### src/rtl/count_scan_disp.sv
// rtl/count_scan_disp.sv - extends a 4-bit ripple counter to 16 bits and scans it onto a 4-digit 7-segment display
// Optional feature macro: LEADING_ZERO_BLANK_EN (darkens leading zero digits 3..1)
module count_scan_disp #(
    parameter int SCAN_DIV = 50000,
    parameter int DP_DIGIT = 0
) (
    input  logic       clk,
    input  logic       rst_n,
    input  logic [3:0] q_in,
    input  logic       rc_in,
    input  logic       clr,
    output logic [3:0] an,
    output logic [7:0] seg,
    output logic       ovf
);

    localparam int CW = (SCAN_DIV > 2) ? $clog2(SCAN_DIV) : 1;
    localparam logic [CW-1:0] CNT_MAX = CW'(SCAN_DIV - 1);
    localparam bit DP_VALID = (DP_DIGIT >= 0) && (DP_DIGIT <= 3);
    localparam logic [1:0] DP_IDX = DP_VALID ? 2'(DP_DIGIT) : 2'd0;

    logic [3:0]    r_d0;
    logic [3:0]    r_d1;
    logic [3:0]    r_d2;
    logic [3:0]    r_d3;
    logic          r_ovf;
    logic [CW-1:0] r_scan_cnt;
    logic [1:0]    r_idx;
    logic [3:0]    r_an;
    logic [7:0]    r_seg;

    logic [3:0]    w_digit;
    logic [6:0]    w_dec;
    logic          w_blank;
    logic          w_dp_on;
    logic          w_scan_wrap;

    assign w_scan_wrap = (r_scan_cnt == CNT_MAX);
    assign w_dp_on     = DP_VALID && (r_idx == DP_IDX);

    // Digit chain: clr wins over a coincident carry
    always_ff @(posedge clk or negedge rst_n) begin
        if (!rst_n) begin
            r_d0  <= 4'h0;
            r_d1  <= 4'h0;
            r_d2  <= 4'h0;
            r_d3  <= 4'h0;
            r_ovf <= 1'b0;
        end else begin
            r_d0 <= q_in;
            if (clr) begin
                r_d1  <= 4'h0;
                r_d2  <= 4'h0;
                r_d3  <= 4'h0;
                r_ovf <= 1'b0;
            end else if (rc_in) begin
                r_d1 <= r_d1 + 4'h1;
                if (r_d1 == 4'hF) begin
                    r_d2 <= r_d2 + 4'h1;
                    if (r_d2 == 4'hF) begin
                        r_d3 <= r_d3 + 4'h1;
                        if (r_d3 == 4'hF) begin
                            r_ovf <= 1'b1;
                        end
                    end
                end
            end
        end
    end

    always_ff @(posedge clk or negedge rst_n) begin
        if (!rst_n) begin
            r_scan_cnt <= '0;
            r_idx      <= 2'd0;
        end else begin
            if (w_scan_wrap) begin
                r_scan_cnt <= '0;
                r_idx      <= r_idx + 2'd1;
            end else begin
                r_scan_cnt <= r_scan_cnt + 1'b1;
            end
        end
    end

    always_comb begin
        w_digit = r_d0;
        case (r_idx)
            2'd0:    w_digit = r_d0;
            2'd1:    w_digit = r_d1;
            2'd2:    w_digit = r_d2;
            default: w_digit = r_d3;
        endcase
    end

    always_comb begin
        w_dec = 7'h7F;
        case (w_digit)
            4'h0: w_dec = 7'h40;
            4'h1: w_dec = 7'h79;
            4'h2: w_dec = 7'h24;
            4'h3: w_dec = 7'h30;
            4'h4: w_dec = 7'h19;
            4'h5: w_dec = 7'h12;
            4'h6: w_dec = 7'h02;
            4'h7: w_dec = 7'h78;
            4'h8: w_dec = 7'h00;
            4'h9: w_dec = 7'h10;
            4'hA: w_dec = 7'h08;
            4'hB: w_dec = 7'h03;
            4'hC: w_dec = 7'h46;
            4'hD: w_dec = 7'h21;
            4'hE: w_dec = 7'h06;
            default: w_dec = 7'h0E;
        endcase
    end

`ifdef LEADING_ZERO_BLANK_EN
    // A slot is dark only while it and every more significant digit are zero
    always_comb begin
        w_blank = 1'b0;
        case (r_idx)
            2'd3:    w_blank = (r_d3 == 4'h0);
            2'd2:    w_blank = (r_d3 == 4'h0) && (r_d2 == 4'h0);
            2'd1:    w_blank = (r_d3 == 4'h0) && (r_d2 == 4'h0) && (r_d1 == 4'h0);
            default: w_blank = 1'b0;
        endcase
    end
`else
    assign w_blank = 1'b0;
`endif

    always_ff @(posedge clk or negedge rst_n) begin
        if (!rst_n) begin
            r_an  <= 4'hF;
            r_seg <= 8'hFF;
        end else if (w_blank) begin
            r_an  <= 4'hF;
            r_seg <= 8'hFF;
        end else begin
            r_an  <= ~(4'b0001 << r_idx);
            r_seg <= {~w_dp_on, w_dec};
        end
    end

    assign an  = r_an;
    assign seg = r_seg;
    assign ovf = r_ovf;

endmodule

### config.mk
export PLATFORM = sky130hd
export DESIGN_NAME = count_scan_disp
export DESIGN_NICKNAME = d
export VERILOG_FILES = /design/src/rtl/count_scan_disp.sv
export SDC_FILE = /design/constraint.sdc
export NUM_CORES = 1
export LEC_CHECK = 0
export BUFFER_PORTS_ARGS = -buffer_cell sky130_fd_sc_hd__buf_4
export CAP_MARGIN = 0
export CORE_AREA = 2 2 57 85
export CTS_BUF_LIST = sky130_fd_sc_hd__clkbuf_8
export DETAILED_ROUTE_END_ITERATION = 12
export DIE_AREA = 0 0 59 87
export GPL_ROUTABILITY_DRIVEN = 0
export PLACE_DENSITY = 0.79
export SLEW_MARGIN = 10
export SYNTH_ARGS = -nofsm -noshare
export SYNTH_HDL_FRONTEND = slang
export SYNTH_SLANG_ARGS = --single-unit
### constraint.sdc
create_clock -name clk -period 2 [get_ports clk]
set_input_delay 0.4 -clock clk [delete_from_list [all_inputs] [get_ports clk]]
set_output_delay 0.4 -clock clk [all_outputs]
set_load 0.01 [all_outputs]
==> impl_metrics.prom, run 1 <==
# TYPE chip_impl_metric gauge
chip_impl_metric{name="post_layout_nonfiller_instances",unit=""} 289
chip_impl_metric{name="globalRouteTotalUtil",unit=""} 0.182
chip_impl_info{name="tritoncts_clock_tree",value="yes"} 1
chip_impl_metric{name="wl_per_cell",unit="um"} 14.8
chip_impl_metric{name="period_share",unit=""} 0.972
chip_impl_info{name="end_kind",value="register"} 1
chip_impl_metric{name="post-dp-hpwl",unit="mm"} 3.01
chip_impl_info{name="cts_root_buf",value="clkbuf_8"} 1
chip_impl_metric{name="fin_tns_setup",unit="ns"} 0
chip_impl_metric{name="power_report.internal_total",unit="mW"} 1.39
chip_impl_metric{name="die-area",unit="um^2"} 5130
chip_impl_info{name="outcome",value="finished clean"} 1
chip_impl_metric{name="required",unit="ns"} 2.22
chip_impl_metric{name="postSynthNetCount",unit=""} 223
chip_impl_metric{name="grt_pass1_vias",unit=""} 1599
chip_impl_metric{name="timing_max_transition_violations_final",unit=""} 0
chip_impl_metric{name="antenna_found_initial",unit=""} 0
chip_impl_info{name="synth_top_area_cell",value="dfrtp_1"} 1
chip_impl_metric{name="grt_max_degree",unit=""} 47
chip_impl_info{name="rr_startpoint",value="r_idx[1]$_DFFE_PN0N_"} 1
chip_impl_metric{name="coreArea",unit="um^2"} 4430
chip_impl_info{name="synth_ff_type",value="dfrtp_1"} 1
chip_impl_metric{name="clock_share_of_power",unit=""} 0.373
chip_impl_metric{name="fmax",unit="MHz"} 514
chip_impl_metric{name="layout.nets",unit=""} 263
chip_impl_metric{name="post_synth_mux_area_share",unit=""} 0.0782
chip_impl_metric{name="synth_seq_cells",unit=""} 46
chip_impl_metric{name="timing.reg2reg.setup_slack",unit="ns"} 0.06
chip_impl_metric{name="floorplan.initialDensity",unit=""} 0.506
chip_impl_metric{name="share_of_cells_above_drive_strength_1",unit=""} 0.324
chip_impl_info{name="netlist_top_cells_count",value="35 x dfrtp_1, 26 x nor2_1, 16 x xnor2_1"} 1
chip_impl_metric{name="synthDominantCellAreaShare",unit=""} 0.391
chip_impl_metric{name="power_switching",unit="mW"} 0.383
chip_impl_metric{name="total_number_of_yosys_warnings",unit=""} 0
chip_impl_metric{name="yosysUniqueCellTypes",unit=""} 31
chip_impl_metric{name="clock-sinks",unit=""} 46
chip_impl_metric{name="place_inst",unit=""} 275
chip_impl_metric{name="synth.cell_area",unit="um^2"} 2240
chip_impl_metric{name="flop_pwr_share",unit=""} 0.547
chip_impl_metric{name="synth_async_sr_flop_share",unit=""} 1.00
chip_impl_metric{name="final_setup_viols",unit=""} 0
chip_impl_metric{name="synth-seq-area-share",unit=""} 0.520
chip_impl_metric{name="postSynthCellCount",unit=""} 200
chip_impl_info{name="rsz0062_at_grt",value="yes"} 1
chip_impl_metric{name="powerDensity",unit="nW/um^2"} 645
chip_impl_info{name="holdCritPathClass",value="in -> async"} 1
chip_impl_metric{name="postLayoutCellArea",unit="um^2"} 2750
chip_impl_metric{name="max-cap-violations",unit=""} 0
chip_impl_metric{name="cts.clk_slew.worst_paths",unit="ns"} 0.08
chip_impl_metric{name="comb_power_share",unit=""} 0.080
chip_impl_metric{name="ant_nets",unit=""} 0
chip_impl_metric{name="globalRoute.totalOverflow",unit=""} 0
chip_impl_metric{name="fraction_of_the_mapped_netlist_area_in_compound_gates",unit=""} 0.0385
chip_impl_metric{name="final-hold-violation-count",unit=""} 0
chip_impl_metric{name="power.share.switching",unit=""} 0.216
chip_impl_metric{name="die_width",unit="um"} 59
chip_impl_metric{name="insertion_delay",unit="ns"} 0.30
chip_impl_metric{name="synth-xor-area-share",unit=""} 0.0938
chip_impl_info{name="worstSetupPathType",value="reg -> reg"} 1
chip_impl_metric{name="reg2regPathDepth",unit=""} 8
chip_impl_info{name="crit-reg2reg-capture",value="seg[0]$_DFF_PN1_"} 1
chip_impl_metric{name="drt_wl_total",unit="mm"} 4.29
chip_impl_metric{name="post_synth_fa_ha_maj_area_fraction",unit=""} 0.0838
chip_impl_metric{name="placement_rows",unit=""} 30
chip_impl_info{name="start_kind",value="register"} 1
chip_impl_metric{name="n_antenna_cell",unit=""} 0
chip_impl_metric{name="post_route_skew",unit="ns"} 0.00896
chip_impl_metric{name="dr.first_iter.drc_count",unit=""} 57
chip_impl_metric{name="drt_first_pass_iters",unit=""} 7
chip_impl_metric{name="worst_slew_pin_slew",unit="ns"} 0.551
chip_impl_metric{name="min_period",unit="ns"} 1.94
chip_impl_info{name="synth_top_family_by_area",value="simple AND/OR/NAND/NOR gates"} 1
chip_impl_metric{name="grt_pass1_wl",unit="mm"} 7.09
chip_impl_metric{name="leakage_component_of_the_power",unit="nW"} 1.27
chip_impl_metric{name="num-fill-cells",unit=""} 345
chip_impl_metric{name="remaining_drc_errors",unit=""} 0
chip_impl_info{name="synth_most_common_cell",value="dfrtp_1"} 1
chip_impl_metric{name="cts_hold_repair.buffers",unit=""} 0
chip_impl_metric{name="cts_inserted_buffers",unit=""} 5
chip_impl_metric{name="synth_simple_gate_area_share",unit=""} 0.143
chip_impl_metric{name="ctsHtreeMaxLevel",unit=""} 2
chip_impl_metric{name="area_growth_syn_to_layout",unit="%"} 22.7
chip_impl_metric{name="ir_drop_worst_vdd",unit="uV"} 421
chip_impl_info{name="synth_area_leaders",value="dfrtp_1 39%, dfstp_2 13%, ha_1 8.4%"} 1
chip_impl_metric{name="placed_area",unit="um^2"} 2520
chip_impl_metric{name="placement.io_buffers",unit=""} 20
chip_impl_metric{name="path_max_fanout",unit=""} 4
chip_impl_metric{name="worst_ep_arrival_time",unit="ns"} 2.16
chip_impl_metric{name="cts-root-to-sink-buffers",unit=""} 2
chip_impl_metric{name="slew_headroom",unit=""} 0.632
chip_impl_metric{name="routed-via-count",unit=""} 1569
chip_impl_metric{name="via_per_inst",unit=""} 5.43
chip_impl_metric{name="die_height",unit="um"} 87
chip_impl_metric{name="avg_cell_area_syn",unit="um^2"} 11.2
chip_impl_metric{name="ios",unit=""} 21
chip_impl_metric{name="synth-edff-count",unit=""} 0
-- timing repair --
| item | 4_1_cts | 5_1_grt |
|---|---|---|
| resized for setup | 1 | 19 |
| endpoints found under the hold margin | 0 | 0 |
| pin swaps | 2 | 7 |
| buffers inserted | 2 | 4 |
| setup endpoints to repair | 6 | 7 |
-- power by group through the flow --
stage               registers (mW)  logic [mW]  clock network, mW
floorplan                    0.992      0.0589                  0
global placement             0.987       0.132                  0
detailed placement           0.987       0.135                  0
CTS                          0.970       0.138              0.678
global route                 0.971       0.163              0.719
finish                       0.969       0.143              0.661
-- layer usage --
layer	wire length (um)	track usage
met5	0	0
met4	106	0.0764
met3	148	0.0431
met2	2310	0.324
met1	1730	0.203
-- state kept, by name, indices dropped and copies added (netlist names) --
signal / cells
r_scan_cnt: 16
r_d1: 4
an: 3
seg: 8
r_d3: 4
r_idx: 2
ovf: 1
r_d2: 4
r_d0: 4
-- metrics by stage --
stage | hold WS (ns) | worst slack, ns | util | power, mW
after detailed placement | 0.427 | -0.0210 | 0.569 | 1.12
after CTS | 0.103 | -0.0129 | 0.597 | 1.79
after global routing | 0.127 | -0.0722 | 0.621 | 1.85
after floorplan | 0.104 | 0.00270 | - | 1.05
after global placement | 0.426 | 0.0600 | 0.569 | 1.12
final | 0.0873 | 0.0558 | 0.621 | 1.77
-- worst max path at each step --
stage	start	endpoint	slack, ns
after CTS	r_idx[0]$_DFFE_PN0N_	seg[4]$_DFF_PN1_	-0.01
after global routing	r_idx[0]$_DFFE_PN0N_	seg[0]$_DFF_PN1_	-0.07
after floorplan	r_idx[0]$_DFFE_PN0N_	seg[0]$_DFF_PN1_	0.003
final	r_idx[1]$_DFFE_PN0N_	seg[0]$_DFF_PN1_	0.06
after detailed placement	r_idx[1]$_DFFE_PN0N_	seg[0]$_DFF_PN1_	-0.02
after global placement	r_idx[0]$_DFFE_PN0N_	seg[4]$_DFF_PN1_	0.06
-- kinds of logic (layout without fill, tap and decap cells) --
logic type / count (synthesis) / after routing
flip-flops: 46 / 46
adder cells (fa/ha/maj): 15 / 15
buffers and inverters: 22 / 63
XOR/XNOR: 24 / 24
AO/OA/AOI/OAI: 11 / 11
AND/OR/NAND/NOR: 65 / 65
multiplexers: 17 / 17
-- critical path, cell delays in order, from the launching register on --
cell and delay [ns]:
dfrtp_2 0.41, inv_2 0.08, ha_4 0.17, a222oi_1 0.37, mux2_4 0.23, inv_2 0.05
ha_2 0.17, and3_1 0.13, a221o_1 0.25
-- placed cells by master, fill, tap and decap left out, drive strengths merged --
| master | netlist | routed |
|---|---|---|
| buf | 5 | 40 |
| dfrtp | 35 | 35 |
| nor2 | 26 | 26 |
| inv | 15 | 17 |
| xnor2 | 16 | 16 |
| ha | 15 | 15 |
| mux2i | 13 | 13 |
| dfstp | 11 | 11 |
| nand2 | 10 | 10 |
| nand4 | 9 | 9 |
| xor2 | 8 | 8 |
| clkbuf | 2 | 5 |
| o22ai | 4 | 4 |
| nand3 | 4 | 4 |
| mux2 | 4 | 4 |
| nor4 | 4 | 4 |
| a222oi | 3 | 3 |
| and3 | 3 | 3 |
| nor3 | 3 | 3 |
| a22oi | 1 | 1 |
| or2 | 1 | 1 |
| or3 | 1 | 1 |
| o21ai | 1 | 1 |
| a221o | 1 | 1 |
| or4b | 1 | 1 |
| nor2b | 1 | 1 |
| and4 | 1 | 1 |
| and2 | 1 | 1 |
| a41oi | 1 | 1 |
| bufinv | 0 | 1 |
-- cell type report --
cell class | instances | area [um^2] | area share
inverter | 15 | 56.3 | 0.0205
tap | 48 | 60.1 | 0.0218
multi-input combinational | 132 | 1050 | 0.383
clock buffer | 5 | 68.8 | 0.0250
sequential | 46 | 1170 | 0.424
timing repair buffer | 40 | 308 | 0.112
clock inverter | 3 | 37.5 | 0.0137
Power figures use the tool's default switching activity.
==> run 2, diff against run 1 <==
--- a/config.mk
+++ b/config.mk
@@ -7,12 +7,13 @@
 export LEC_CHECK = 0
 export BUFFER_PORTS_ARGS = -buffer_cell sky130_fd_sc_hd__buf_4
 export CAP_MARGIN = 0
-export CORE_AREA = 2 2 57 85
+export CORE_AREA = 2 2 69 71
 export CTS_BUF_LIST = sky130_fd_sc_hd__clkbuf_8
 export DETAILED_ROUTE_END_ITERATION = 12
-export DIE_AREA = 0 0 59 87
+export DIE_AREA = 0 0 71 73
 export GPL_ROUTABILITY_DRIVEN = 0
-export PLACE_DENSITY = 0.79
+export HOLD_SLACK_MARGIN = 0.1
+export PLACE_DENSITY = 0.76
 export SLEW_MARGIN = 10
 export SYNTH_ARGS = -nofsm -noshare
 export SYNTH_HDL_FRONTEND = slang
==> constraint.sdc (replaced) <==
create_clock -name clk -period 2.25 [get_ports clk]
set_input_delay 0.45 -clock clk [delete_from_list [all_inputs] [get_ports clk]]
set_output_delay 0.45 -clock clk [all_outputs]
set_load 0.01 [all_outputs]
==> impl_metrics.prom, run 2 (synthesis results as in run 1) <==
# TYPE chip_impl_metric gauge
chip_impl_metric{name="dr_wl_met3",unit="um"} 162
chip_impl_metric{name="reg2regPathDepth",unit=""} 9
chip_impl_metric{name="ir_drop_worst_vdd",unit="uV"} 411
chip_impl_info{name="start_kind",value="register"} 1
chip_impl_metric{name="preCtsSetupSlack",unit="ns"} 0.0967
chip_impl_metric{name="timing.reg2reg.setup_slack",unit="ns"} 0.17
chip_impl_metric{name="clock-sinks",unit=""} 46
chip_impl_metric{name="path_max_fanout",unit=""} 5
chip_impl_info{name="cts_root_buf",value="clkbuf_8"} 1
chip_impl_metric{name="period_share",unit=""} 0.925
chip_impl_metric{name="wl_per_cell",unit="um"} 13.5
chip_impl_metric{name="required",unit="ns"} 2.48
chip_impl_info{name="route.top_layer_used",value="met4"} 1
chip_impl_metric{name="final-hold-violation-count",unit=""} 0
chip_impl_info{name="critPathCapture",value="seg[0]$_DFF_PN1_"} 1
chip_impl_metric{name="final_setup_viols",unit=""} 0
chip_impl_metric{name="dr.first_iter.drc_count",unit=""} 53
chip_impl_metric{name="met1Wirelength",unit="mm"} 1.68
chip_impl_metric{name="met2WireLength",unit="mm"} 1.94
chip_impl_info{name="rsz0062_at_grt",value="no"} 1
chip_impl_metric{name="min_period",unit="ns"} 2.08
chip_impl_metric{name="area_growth_syn_to_layout",unit="%"} 16.1
chip_impl_metric{name="cts_hold_repair.buffers",unit=""} 0
chip_impl_metric{name="routed-via-count",unit=""} 1515
chip_impl_metric{name="post-dp-hpwl",unit="mm"} 2.68
chip_impl_metric{name="insertion_delay",unit="ns"} 0.29
chip_impl_metric{name="leakage_component_of_the_power",unit="nW"} 1.22
chip_impl_metric{name="globalRouteTotalUtil",unit=""} 0.164
chip_impl_metric{name="worst_slew_pin_slew",unit="ns"} 0.557
chip_impl_metric{name="drt_first_pass_iters",unit=""} 4
chip_impl_metric{name="floorplan.initialDensity",unit=""} 0.494
chip_impl_info{name="tritoncts_clock_tree",value="yes"} 1
chip_impl_info{name="setup.worst_path.start",value="r_idx[1]$_DFFE_PN0N_"} 1
chip_impl_metric{name="fmax",unit="MHz"} 481
chip_impl_metric{name="placement_rows",unit=""} 25
chip_impl_metric{name="remaining_drc_errors",unit=""} 0
chip_impl_info{name="holdCritPathClass",value="in -> async"} 1
chip_impl_metric{name="largest_register_ffs",unit=""} 16
chip_impl_metric{name="die-area",unit="um^2"} 5180
chip_impl_metric{name="ios",unit=""} 21
chip_impl_metric{name="n_antenna_cell",unit=""} 0
chip_impl_metric{name="final_critical_path_setup_slack",unit="ns"} 0.169
chip_impl_metric{name="drt_wl_total",unit="mm"} 3.83
chip_impl_metric{name="share_of_cells_above_drive_strength_1",unit=""} 0.235
chip_impl_info{name="mostFrequentLayoutCell",value="dfrtp_1"} 1
chip_impl_info{name="rr_startpoint",value="r_idx[1]$_DFFE_PN0N_"} 1
chip_impl_metric{name="cts_inserted_buffers",unit=""} 5
chip_impl_info{name="crit-reg2reg-capture",value="seg[0]$_DFF_PN1_"} 1
chip_impl_metric{name="grt_max_degree",unit=""} 47
chip_impl_metric{name="die_height",unit="um"} 73
chip_impl_metric{name="placement.io_buffers",unit=""} 20
chip_impl_metric{name="slew_headroom",unit=""} 0.628
chip_impl_metric{name="grt_pass1_vias",unit=""} 1427
chip_impl_info{name="outcome",value="finished clean"} 1
chip_impl_metric{name="fin_tns_setup",unit="ns"} 0
chip_impl_metric{name="ant_nets",unit=""} 0
chip_impl_metric{name="antenna_found_initial",unit=""} 0
chip_impl_metric{name="ctsHtreeMaxLevel",unit=""} 2
chip_impl_info{name="most-common-layout-cells",value="35 x dfrtp_1, 29 x buf_4, 26 x nor2_1"} 1
chip_impl_metric{name="coreArea",unit="um^2"} 4540
chip_impl_metric{name="max-cap-violations",unit=""} 0
chip_impl_metric{name="worst_ep_arrival_time",unit="ns"} 2.31
chip_impl_info{name="worstSetupPathType",value="reg -> reg"} 1
chip_impl_metric{name="globalRoute.totalOverflow",unit=""} 0
chip_impl_metric{name="post_route_skew",unit="ns"} 0.00898
chip_impl_metric{name="timing_max_transition_violations_final",unit=""} 0
chip_impl_metric{name="via_per_inst",unit=""} 5.33
chip_impl_metric{name="grt_pass1_wl",unit="mm"} 6.60
chip_impl_metric{name="cts.clk_slew.worst_paths",unit="ns"} 0.08
chip_impl_metric{name="powerDensity",unit="nW/um^2"} 602
chip_impl_metric{name="cts-root-to-sink-buffers",unit=""} 2
chip_impl_info{name="end_kind",value="register"} 1
chip_impl_metric{name="layout.nets",unit=""} 252
chip_impl_info{name="largest_register_by_flop_count",value="r_scan_cnt"} 1
chip_impl_metric{name="die_width",unit="um"} 71
-- run 2: cell types whose count changed in the layout (fill, tap and decap cells not counted), sizes merged --
| cell | delta |
|---|---|
| buf | -11 |
-- run 2: critical path, stage by stage (launching register included) --
cell	delay, ns
dfrtp_1	0.41
buf_4	0.15
ha_1	0.23
a22oi_1	0.18
nand2_1	0.09
mux2i_2	0.19
inv_1	0.12
ha_1	0.25
and3_1	0.15
a221o_1	0.25
-- run 2: timing repair --
action / in CTS / in global routing
endpoints found under the hold margin: 0 / 0
buffers inserted: 0 / 6
gates resized for setup: 0 / 3
endpoints found under the setup margin: 0 / 1
-- run 2: worst min-delay path by stage --
stage,slack (ns),to,from
floorplan,0.15,ovf$_DFFE_PN0P_,rst_n
finish,0.14,ovf$_DFFE_PN0P_,rst_n
global route,0.19,ovf$_DFFE_PN0P_,rst_n
CTS,0.16,ovf$_DFFE_PN0P_,rst_n
detailed placement,0.48,r_d3[0]$_DFFE_PN0P_,rst_n
global placement,0.48,ovf$_DFFE_PN0P_,rst_n
-- run 2: layout make-up --
class	instances	area, um^2
clock buffers	5	68.8
well taps	54	67.6
multi-input cells	132	990
repair buffers	29	218
clock inverters	3	37.5
fillers	376	1930
flip-flops and latches	46	1160
inverters	15	56.3
-- run 2: routing by layer --
| layer | global-route usage | up-vias |
|---|---|---|
| li1 | - | 736 |
| met1 | 0.212 | 746 |
| met2 | 0.275 | 27 |
| met3 | 0.0345 | 6 |
| met4 | 0.0566 | 0 |
| met5 | 0 | - |
-- run 2: report_power, final --
group / internal [mW] / switching (mW)
logic: 0.0541 / 0.0622
clock network: 0.323 / 0.264
registers: 0.853 / 0.0102
-- run 2: per-stage QoR --
| stage | hold slack (ns) | utilization | cells | cell area [um^2] | total power, mW |
|---|---|---|---|---|---|
| 6_report | 0.138 | 0.574 | 284 | 2600 | 1.57 |
| 5_1_grt | 0.189 | 0.574 | 284 | 2600 | 1.63 |
| 4_1_cts | 0.156 | 0.562 | 278 | 2550 | 1.58 |
| 3_5_place_dp | 0.480 | 0.538 | 270 | 2440 | 0.991 |
| 3_3_place_gp | 0.475 | 0.538 | 270 | 2440 | 0.988 |
| 2_1_floorplan | 0.154 | - | 200 | 2240 | 0.933 |
==> run 3, diff against run 2 <==
--- a/config.mk
+++ b/config.mk
@@ -7,13 +7,15 @@
 export LEC_CHECK = 0
 export BUFFER_PORTS_ARGS = -buffer_cell sky130_fd_sc_hd__buf_4
 export CAP_MARGIN = 0
-export CORE_AREA = 2 2 69 71
+export CELL_PAD_IN_SITES_DETAIL_PLACEMENT = 1
+export CELL_PAD_IN_SITES_GLOBAL_PLACEMENT = 2
+export CORE_AREA = 2 2 75 77
 export CTS_BUF_LIST = sky130_fd_sc_hd__clkbuf_8
 export DETAILED_ROUTE_END_ITERATION = 12
-export DIE_AREA = 0 0 71 73
+export DIE_AREA = 0 0 77 79
 export GPL_ROUTABILITY_DRIVEN = 0
 export HOLD_SLACK_MARGIN = 0.1
-export PLACE_DENSITY = 0.76
+export PLACE_DENSITY = 0.91
 export SLEW_MARGIN = 10
 export SYNTH_ARGS = -nofsm -noshare
 export SYNTH_HDL_FRONTEND = slang
==> impl_metrics.prom, run 3 (synthesis results as in run 1) <==
# TYPE chip_impl_metric gauge
chip_impl_metric{name="drt_wl_total",unit="mm"} 4.47
chip_impl_metric{name="timing_max_transition_violations_final",unit=""} 0
chip_impl_info{name="worstPathCellList",value="buf_4, buf_4, ha_2, buf_4, mux2_4, buf_4, ha_1, or3_1, o21ai_1"} 1
chip_impl_metric{name="dr.first_iter.drc_count",unit=""} 75
chip_impl_metric{name="final_setup_viols",unit=""} 0
chip_impl_metric{name="final-hold-violation-count",unit=""} 0
chip_impl_metric{name="grt_pass1_vias",unit=""} 1619
chip_impl_metric{name="cts_hold_repair.buffers",unit=""} 0
chip_impl_metric{name="floorplan.initialDensity",unit=""} 0.420
chip_impl_metric{name="slew_headroom",unit=""} 0.594
chip_impl_metric{name="final_critical_path_setup_slack",unit="ns"} 0.0631
chip_impl_metric{name="die_height",unit="um"} 79
chip_impl_metric{name="routed-via-count",unit=""} 1536
chip_impl_metric{name="share_of_cells_above_drive_strength_1",unit=""} 0.268
chip_impl_metric{name="globalRoute.totalOverflow",unit=""} 0
chip_impl_metric{name="post-dp-hpwl",unit="mm"} 3.33
chip_impl_metric{name="comb_power_share",unit=""} 0.079
chip_impl_info{name="mostFrequentLayoutCell",value="dfrtp_1"} 1
chip_impl_metric{name="layout.nets",unit=""} 253
chip_impl_metric{name="coreArea",unit="um^2"} 5340
chip_impl_metric{name="min_period",unit="ns"} 2.19
chip_impl_info{name="tritoncts_clock_tree",value="yes"} 1
chip_impl_metric{name="cp_slowest_stage_delay",unit="ns"} 0.42
chip_impl_metric{name="period_share",unit=""} 0.972
chip_impl_info{name="critical-path-top-cell-by-count",value="buf_4"} 1
chip_impl_metric{name="clock_share_of_power",unit=""} 0.341
chip_impl_metric{name="grt_max_degree",unit=""} 47
chip_impl_metric{name="path_max_fanout",unit=""} 5
chip_impl_metric{name="antenna_found_initial",unit=""} 0
chip_impl_metric{name="required",unit="ns"} 2.46
chip_impl_metric{name="cts_inserted_buffers",unit=""} 5
chip_impl_info{name="timing.critical_path.max_delay_family",value="buffers and inverters"} 1
chip_impl_metric{name="remaining_drc_errors",unit=""} 0
chip_impl_metric{name="post-route-util",unit=""} 0.492
chip_impl_info{name="cts_root_buf",value="clkbuf_8"} 1
chip_impl_metric{name="largest_register_ffs",unit=""} 16
chip_impl_metric{name="placement.io_buffers",unit=""} 20
chip_impl_metric{name="drt_first_pass_iters",unit=""} 4
chip_impl_metric{name="preCtsSetupSlack",unit="ns"} -0.0518
chip_impl_metric{name="worst_ep_arrival_time",unit="ns"} 2.40
chip_impl_metric{name="insertion_delay",unit="ns"} 0.29
chip_impl_info{name="largest_register_by_flop_count",value="r_scan_cnt"} 1
chip_impl_metric{name="wl_per_cell",unit="um"} 14.7
chip_impl_metric{name="die_width",unit="um"} 77
chip_impl_metric{name="via_per_inst",unit=""} 5.07
chip_impl_metric{name="ant_nets",unit=""} 0
chip_impl_metric{name="power.share.switching",unit=""} 0.228
chip_impl_metric{name="globalRouteTotalUtil",unit=""} 0.158
chip_impl_metric{name="grt_pass1_wl",unit="mm"} 7.62
chip_impl_metric{name="cts-root-to-sink-buffers",unit=""} 2
chip_impl_metric{name="worst_slew_pin_slew",unit="ns"} 0.598
chip_impl_metric{name="power_switching",unit="mW"} 0.339
chip_impl_metric{name="cts.clk_slew.worst_paths",unit="ns"} 0.08
chip_impl_metric{name="power_report.internal_total",unit="mW"} 1.15
chip_impl_metric{name="ios",unit=""} 21
chip_impl_metric{name="ctsHtreeMaxLevel",unit=""} 2
chip_impl_info{name="holdCritPathClass",value="in -> async"} 1
chip_impl_metric{name="clock-sinks",unit=""} 46
chip_impl_info{name="rsz0062_at_grt",value="yes"} 1
chip_impl_metric{name="fmax",unit="MHz"} 457
chip_impl_info{name="start_kind",value="register"} 1
chip_impl_metric{name="post_route_skew",unit="ns"} 0.00359
chip_impl_metric{name="powerDensity",unit="nW/um^2"} 567
chip_impl_metric{name="leakage_component_of_the_power",unit="nW"} 1.22
chip_impl_info{name="most-common-layout-cells",value="34 x dfrtp_1, 30 x buf_4, 26 x nor2_1"} 1
chip_impl_metric{name="crit_buf_inv",unit=""} 4
chip_impl_metric{name="die-area",unit="um^2"} 6080
chip_impl_metric{name="ir_drop_worst_vdd",unit="uV"} 291
chip_impl_metric{name="max-cap-violations",unit=""} 0
chip_impl_metric{name="n_antenna_cell",unit=""} 0
chip_impl_info{name="end_kind",value="register"} 1
chip_impl_info{name="outcome",value="finished clean"} 1
chip_impl_metric{name="area_growth_syn_to_layout",unit="%"} 17.1
chip_impl_info{name="critical-path-slowest-cell",value="dfrtp_1"} 1
chip_impl_metric{name="flop_pwr_share",unit=""} 0.580
chip_impl_metric{name="placement_rows",unit=""} 27
chip_impl_info{name="worstSetupPathType",value="reg -> reg"} 1
[run 3: final cells by class]
cell class,count,area [um^2]
fillers,621,2710
flip-flops and latches,46,1170
multi-input cells,132,996
repair buffers,30,225
well taps,72,90.1
clock buffers,6,82.6
inverters,15,56.3
clock inverters,2,8.76
[run 3: layer usage]
layer	share of wire	GRT usage	vias up
met5	0	0	-
met4	0.0052	0.0375	0
met3	0.042	0.0364	2
met2	0.51	0.278	29
met1	0.44	0.199	771
li1	-	-	734
[run 3: worst register-to-register path, cell delays in order, from the launching register on]
cell,delay [ns]
dfrtp_1,0.42
buf_4,0.15
buf_4,0.12
ha_2,0.19
buf_4,0.16
mux2_4,0.31
buf_4,0.16
ha_1,0.16
or3_1,0.36
o21ai_1,0.10
[run 3: per-stage QoR]
step | total power [mW] | hold WS, ns | TNS [ns] | area [um^2] | instances
after global placement | 0.992 | 0.482 | 0 | 2490 | 292
after detailed placement | 0.994 | 0.483 | -0.0518 | 2490 | 292
after global routing | 1.55 | 0.187 | -0.0462 | 2630 | 303
after CTS | 1.51 | 0.166 | 0 | 2600 | 301
final | 1.49 | 0.157 | 0 | 2630 | 303
after floorplan | 0.933 | 0.154 | 0 | 2240 | 200
[run 3: power groups by stage]
stage               registers, mW  clock network [mW]  logic [mW]
floorplan                   0.882                   0      0.0516
global placement            0.879                   0       0.113
detailed placement          0.879                   0       0.116
CTS                         0.863               0.526       0.118
global route                0.866               0.555       0.130
finish                      0.863               0.508       0.117
[run 3: final timing paths]
path                                           end  cells past startpoint                    start  slack, ns
hold / removal                     ovf$_DFFE_PN0P_                      1                    rst_n       0.16
hold reg to reg            r_scan_cnt[0]$_DFF_PN0_                      1  r_scan_cnt[0]$_DFF_PN0_       0.49
max in group asynchronous     r_idx[1]$_DFFE_PN0N_                      1                    rst_n       1.69
min in group clk                 r_d0[2]$_DFF_PN0_                      1                  q_in[2]       0.26
setup / recovery                  seg[4]$_DFF_PN1_                      9     r_idx[0]$_DFFE_PN0N_       0.06
setup reg to reg                  seg[4]$_DFF_PN1_                      9     r_idx[0]$_DFFE_PN0N_       0.06
[run 3: timing repair]
item | 4_1_cts | 5_1_grt
buffers inserted | 1 | 2
endpoints found under the hold margin | 0 | 0
resized for setup | 1 | 9
setup endpoints to repair | 2 | 6
pin swaps | 0 | 1
